==> src/rtl/aes_dec_stream_ctrl.sv <==
// Stream controller between the bus adapter and the pipelined AES-256 decipher core.
// Buffers ciphertext, issues it to the core at a fixed minimum spacing, and returns
// plaintext in issue order through an output FIFO. The output FIFO is protected by
// credits: a block is issued only when there is a guaranteed slot for its result.
module aes_dec_stream_ctrl #(
    parameter int DEPTH     = 4,
    parameter int ISSUE_GAP = 8
) (
    input  logic         clock,
    input  logic         reset,
    input  logic [255:0] key_in,
    input  logic         key_load,
    input  logic [127:0] in_block,
    input  logic         in_last,
    input  logic         in_valid,
    output logic         in_ready,
    output logic [127:0] core_text,
    output logic [255:0] core_key,
    output logic         core_key_valid,
    output logic         core_start,
    output logic         core_last,
    input  logic [127:0] core_result,
    input  logic         core_ready_text,
    input  logic         core_pipe_ready,
    input  logic         core_done,
    output logic [127:0] out_block,
    output logic         out_last,
    output logic         out_valid,
    input  logic         out_ready,
    output logic         busy,
    output logic [1:0]   err
);

    localparam int AW = (DEPTH > 1) ? $clog2(DEPTH) : 1;
    localparam int CW = AW + 1;
    localparam int GW = (ISSUE_GAP > 1) ? $clog2(ISSUE_GAP) : 1;
    localparam logic [CW-1:0] FULL       = CW'(DEPTH);
    localparam logic [CW:0]   CREDIT_MAX = (CW+1)'(DEPTH);
    localparam logic [GW-1:0] GAP_RELOAD = GW'(ISSUE_GAP - 1);

    typedef enum logic [1:0] {
        IDLE  = 2'd0,
        RUN   = 2'd1,
        DRAIN = 2'd2
    } state_t;

    state_t state, state_nxt;

    // Input FIFO: {last, block}
    logic [128:0]  in_mem [DEPTH];
    logic [AW-1:0] in_wr, in_rd;
    logic [CW-1:0] in_cnt;

    // Ordered last-flags of blocks in flight inside the core
    logic          tag_mem [DEPTH];
    logic [AW-1:0] tag_wr, tag_rd;
    logic [CW-1:0] outstanding;

    // Output FIFO: {last, plaintext}
    logic [128:0]  out_mem [DEPTH];
    logic [AW-1:0] out_wr, out_rd;
    logic [CW-1:0] out_cnt;

    logic [GW-1:0] gap;
    logic [CW:0]   in_use;
    logic          in_push, key_ok, key_accept, key_reject;
    logic          credit_ok, issue, ret, spurious, out_pop;

    assign in_ready   = (in_cnt != FULL);
    assign in_push    = in_valid & in_ready;
    assign key_ok     = (in_cnt == '0) && (outstanding == '0) && (state != DRAIN);
    assign key_accept = key_load & key_ok;
    assign key_reject = key_load & ~key_ok;
    // Every result either in flight or already buffered holds an output slot
    assign in_use     = {1'b0, outstanding} + {1'b0, out_cnt};
    assign credit_ok  = (in_use < CREDIT_MAX);
    assign issue      = (state == RUN) && (in_cnt != '0) && (gap == '0) &&
                        core_pipe_ready && credit_ok;
    assign ret        = core_ready_text && (outstanding != '0);
    assign spurious   = core_ready_text && (outstanding == '0);
    assign out_valid  = (out_cnt != '0);
    assign out_pop    = out_valid & out_ready;
    assign out_block  = out_valid ? out_mem[out_rd][127:0] : '0;
    assign out_last   = out_valid ? out_mem[out_rd][128] : 1'b0;
    assign busy       = (in_cnt != '0) || (outstanding != '0) || (state == DRAIN);

    // State register
    always_ff @(posedge clock or posedge reset) begin
        if (reset) state <= IDLE;
        else       state <= state_nxt;
    end

    // Next-state: a last block parks the controller until the core reports done
    always_comb begin
        state_nxt = state;
        case (state)
            IDLE:    if (core_key_valid && core_pipe_ready) state_nxt = RUN;
            RUN:     if (issue && in_mem[in_rd][128]) state_nxt = DRAIN;
            DRAIN:   if (core_done) state_nxt = RUN;
            default: state_nxt = IDLE;
        endcase
        if (key_accept) state_nxt = IDLE;
    end

    // Input FIFO pointers and occupancy
    always_ff @(posedge clock or posedge reset) begin
        if (reset) begin
            in_wr  <= '0;
            in_rd  <= '0;
            in_cnt <= '0;
        end else begin
            if (in_push) in_wr <= in_wr + AW'(1);
            if (issue)   in_rd <= in_rd + AW'(1);
            case ({in_push, issue})
                2'b10:   in_cnt <= in_cnt + CW'(1);
                2'b01:   in_cnt <= in_cnt - CW'(1);
                default: in_cnt <= in_cnt;
            endcase
        end
    end

    // Input FIFO storage
    always_ff @(posedge clock) begin
        if (in_push) in_mem[in_wr] <= {in_last, in_block};
    end

    // Issue register toward the core and spacing counter
    always_ff @(posedge clock or posedge reset) begin
        if (reset) begin
            core_start <= 1'b0;
            core_text  <= '0;
            core_last  <= 1'b0;
            gap        <= '0;
        end else begin
            core_start <= issue;
            if (issue) begin
                core_text <= in_mem[in_rd][127:0];
                core_last <= in_mem[in_rd][128];
                gap       <= GAP_RELOAD;
            end else if (gap != '0) begin
                gap <= gap - GW'(1);
            end
        end
    end

    // Key latch
    always_ff @(posedge clock or posedge reset) begin
        if (reset) begin
            core_key       <= '0;
            core_key_valid <= 1'b0;
        end else if (key_accept) begin
            core_key       <= key_in;
            core_key_valid <= 1'b1;
        end
    end

    // Tag queue pointers and outstanding count
    always_ff @(posedge clock or posedge reset) begin
        if (reset) begin
            tag_wr      <= '0;
            tag_rd      <= '0;
            outstanding <= '0;
        end else begin
            if (issue) tag_wr <= tag_wr + AW'(1);
            if (ret)   tag_rd <= tag_rd + AW'(1);
            case ({issue, ret})
                2'b10:   outstanding <= outstanding + CW'(1);
                2'b01:   outstanding <= outstanding - CW'(1);
                default: outstanding <= outstanding;
            endcase
        end
    end

    // Tag storage
    always_ff @(posedge clock) begin
        if (issue) tag_mem[tag_wr] <= in_mem[in_rd][128];
    end

    // Output FIFO pointers and occupancy
    always_ff @(posedge clock or posedge reset) begin
        if (reset) begin
            out_wr  <= '0;
            out_rd  <= '0;
            out_cnt <= '0;
        end else begin
            if (ret)     out_wr <= out_wr + AW'(1);
            if (out_pop) out_rd <= out_rd + AW'(1);
            case ({ret, out_pop})
                2'b10:   out_cnt <= out_cnt + CW'(1);
                2'b01:   out_cnt <= out_cnt - CW'(1);
                default: out_cnt <= out_cnt;
            endcase
        end
    end

    // Output FIFO storage
    always_ff @(posedge clock) begin
        if (ret) out_mem[out_wr] <= {tag_mem[tag_rd], core_result};
    end

    // Sticky error flags
    always_ff @(posedge clock or posedge reset) begin
        if (reset) begin
            err <= 2'b00;
        end else begin
            if (spurious)   err[0] <= 1'b1;
            if (key_reject) err[1] <= 1'b1;
        end
    end

endmodule

==> config.mk <==
export PLATFORM = sky130hd
export DESIGN_NAME = aes_dec_stream_ctrl
export DESIGN_NICKNAME = d
export VERILOG_FILES = /design/src/rtl/aes_dec_stream_ctrl.sv
export SDC_FILE = /design/constraint.sdc
export NUM_CORES = 2
export LEC_CHECK = 0
export BUFFER_PORTS_ARGS = -buffer_cell sky130_fd_sc_hd__clkbuf_2
export CAP_MARGIN = 20
export CORE_AREA = 2 2 400 402
export CTS_BUF_LIST = sky130_fd_sc_hd__clkbuf_8 sky130_fd_sc_hd__clkbuf_16
export DETAILED_ROUTE_END_ITERATION = 7
export DIE_AREA = 0 0 402 404
export GPL_TIMING_DRIVEN = 0
export SKIP_CTS_REPAIR_TIMING = 1
export SLEW_MARGIN = 0
export SYNTH_ARGS = -nofsm -noshare
export SYNTH_HDL_FRONTEND = slang
export SYNTH_SLANG_ARGS = --single-unit
==> constraint.sdc <==
create_clock -name clock -period 25 [get_ports clock]
set_clock_uncertainty 0.1 [all_clocks]
set_input_delay 1.25 -clock clock [delete_from_list [all_inputs] [get_ports clock]]
set_output_delay 1.25 -clock clock [all_outputs]
set_load 0.01 [all_outputs]
==> results.md <==
- Status: complete, no violations
- WP depth: 5
- Pre-Repair DR Iteration Count: 5
- Synth async-reset ratio: 28.6%
- Crit path DAT: 3340 ps
- VDD IR max: around 0.000073 V
- #FFs+latches synth: roughly 1.5k
- Final Slew Violations: 0
- CTS Sinks: between 1k and 1.5k
- Footprint of the multi-input gates: 12300 µm²
- Storage element area: 41500 µm²
- Final hold vios: 0
- Worst-Margin Slew: 1160 ps
- Count of final setup violators: 0
- Most frequent cells in the layout: clkbuf_2, edfxtp_1, dfrtp_1
- Antenna violations before repair: 109
- RePlAce Congestion: 0.907
- Core Region: 158000 µm²
- Worst skew pair latency: 800 ps
- PortBufs: roughly 1.0k
- Global routing met3 resource utilization: a little over a tenth
- Critical path capture point type: output port
- Final Instance Area: slightly below 70000 µm²
- Cell Count, Final, Fillers Out: roughly 5.9k
- Inserted Clock Buffers: between 150 and 200
- Most Crowded Layer GR: met2
- Reg2reg start: outstanding[1]
- Vias per cell: slightly below 5
- CP required: between 20000 and 25000 ps
- CTS Root Cell: clkbuf_16
- Tcrit/Tclk final: between 10% and 20%
- Slew HR: 22.8%
- Placed Instance Area: around 63000 µm²
- Via Count: between 20k and 30k
- H-tree depth: 4
- Final design utilization: a little over two fifths
- Worst Path Max Fanout: 10
- Routed WL: 173000 µm
- Fmax: 0.213 GHz
- Syn Inst Count: about 2.5k
- Max clock buf depth: 3
- Top Ports: between 1k and 1.5k
- Reg2reg path depth: 5
- Congestion Overflow GR: 0
- Clock-pin slew on the worst setup and hold paths: around 60 ps
- Layout cell share with drive strength beyond 1: between 40% and 50%
- Critical path's largest stage delay: 880 ps
- Commonest non-fill, non-tap cell in the layout: clkbuf_2
- Final Critical Period: between 4000 and 5000 ps
- M1 GR Usage: about a quarter
- Crit path max-delay family: buffers and inverters
- Fill count: about 14k
- Nets: between 4k and 5k
- Max cap viols: 0
- Mean post-synth cell area: about 22 µm²
- Vias in the first global route: approximately 30k
- Worst setup path startpoint: out_cnt[0]
- HP Class: input port to asynchronous set/reset pin
- Most used DFF post-synth: edfxtp_1
- Cell Area, Synth: ~55000 µm²
- CTS tree: yes
- Leakage dissipation: approximately 27 nW
- Initial DRC Count: 2284
- Post-synth cell types: 39
- Post-synth net total: 3009
- Area Overhead vs Synth: 25.2%
- Seq/Total Area, Yosys: between 70% and 80%
- Crit-path cells: or3_1 > clkbuf_1 > clkbuf_1 > and2_1 > clkbuf_2
- Crit Path Class: flip-flop to output port
- M2 GR Usage: 32.3%
- First-pass GRT wire length: ~240000 µm
- Crit path top cell by count: clkbuf_1
- Die W: 402 µm
- Starting Density: around 35%
- DRC viols: 0
- Buffers and inverters on the worst path: 3
- Post-route antenna net violation count: 0
- RSZ-0062 raised after global routing: no
- Max stage delay cell, worst path: clkbuf_1
- Yosys Warn Count: 0
- Post-synth EDFFs: 1036
- Critical path startpoint category: flip-flop
- TNS Setup: 0 ps
- DP HPWL: between 100000 and 150000 µm
- Pwr Density: ~120 nW/µm²
- Pin count of the biggest net entering global routing: 130
- Cell Rows: 146
- Placed cells: around 5.6k
- DR WL/cell: approximately 29 µm
- Die Y-Extent: 404 µm
- GRT Overall Usage: a little over a fifth
- Die ar.: around 160000 µm²
kinds of logic (layout without fill, tap and decap cells):
group,after synthesis,count (layout),share of synthesized area [%]
adders and majority gates,22,22,0.546
and+or+nand+nor,179,179,2.04
buffers and inverters,139,1490,1.55
AOI/OAI and AO/OA,11,11,0.119
xor gates and xnor gates,19,19,0.305
other,0,36,0
DFF,1451,1451,76.0
muxes,645,645,19.4
report_power, final:
group / switching [W] / total, W / internal, W
sequential: 0.000223 / 0.00345 / 0.00322
combinational: 0.00144 / 0.00255 / 0.00110
clock: 0.000999 / 0.00232 / 0.00132
total: 0.00267 / 0.00831 / 0.00564
routing by layer:
layer | share of wire (%) | routed length, µm
met1 | 37 | 64300
met2 | 46 | 80500
met3 | 12 | 20600
met4 | 4.3 | 7480
met5 | 0.31 | 537
metrics by stage:
stage	worst slack, ps	total power [W]	hold WS, ps
after floorplan	12100	0.00490	353
after detailed placement	21050	0.00609	345
final	20310	0.00831	348
after global placement	4810	0.00611	345
after CTS	20150	0.00843	304
after global routing	20160	0.00867	332
state kept, by name (all words and copies together) (netlist names):
signal	count
in_mem	516
out_mem	516
core_key	256
core_text	128
tag_mem	4
gap	3
in_cnt	3
out_cnt	3
outstanding	3
err	2
in_rd	2
in_wr	2
out_rd	2
out_wr	2
state	2
tag_rd	2
tag_wr	2
core_key_valid	1
core_last	1
core_start	1
cell usage after synthesis, types with 7 or more instances:
cell type,count,area (µm²)
edfxtp_1,1036,31100
inv_1,22,82.6
o21ai_0,7,35.0
ha_1,19,238
mux2_1,209,2350
dfrtp_1,415,10400
xor2_1,8,70.1
buf_2,46,230
nand2_1,16,60.1
mux2_4,110,1650
buf_12,11,220
clkbuf_1,30,113
xnor2_1,11,96.3
mux4_2,259,5830
buf_4,13,97.6
and2_1,139,870
mux2_2,66,743
buf_1,12,45.0
area by class of cell:
type | instances | area share (%)
antenna | 36 | 0.132
buffer | 116 | 1.10
clock buffer | 177 | 6.12
clock inverter | 112 | 1.57
inverter | 23 | 0.141
multi-input combinational | 876 | 17.9
sequential | 1451 | 60.7
tap | 2072 | 3.79
timing repair buffer | 1062 | 8.45
final timing paths:
path | endpoint | slack, ps
min | core_key[250] | 350
min in group clock | err[1] | 370
max in group asynchronous | core_key[202] | 23310
max reg2reg | core_key[7] | 21840
max | out_block[98] | 20310
min reg2reg | err[1] | 370
worst register-to-register path, cell delays in order (launching register included):
cell     delay [ps]
dfrtp_1         420
nor3_2          520
nand4_2         720
buf_2           570
buf_4           330
mux2_1          370
Note: power is estimated with default switching activity, not from simulation.
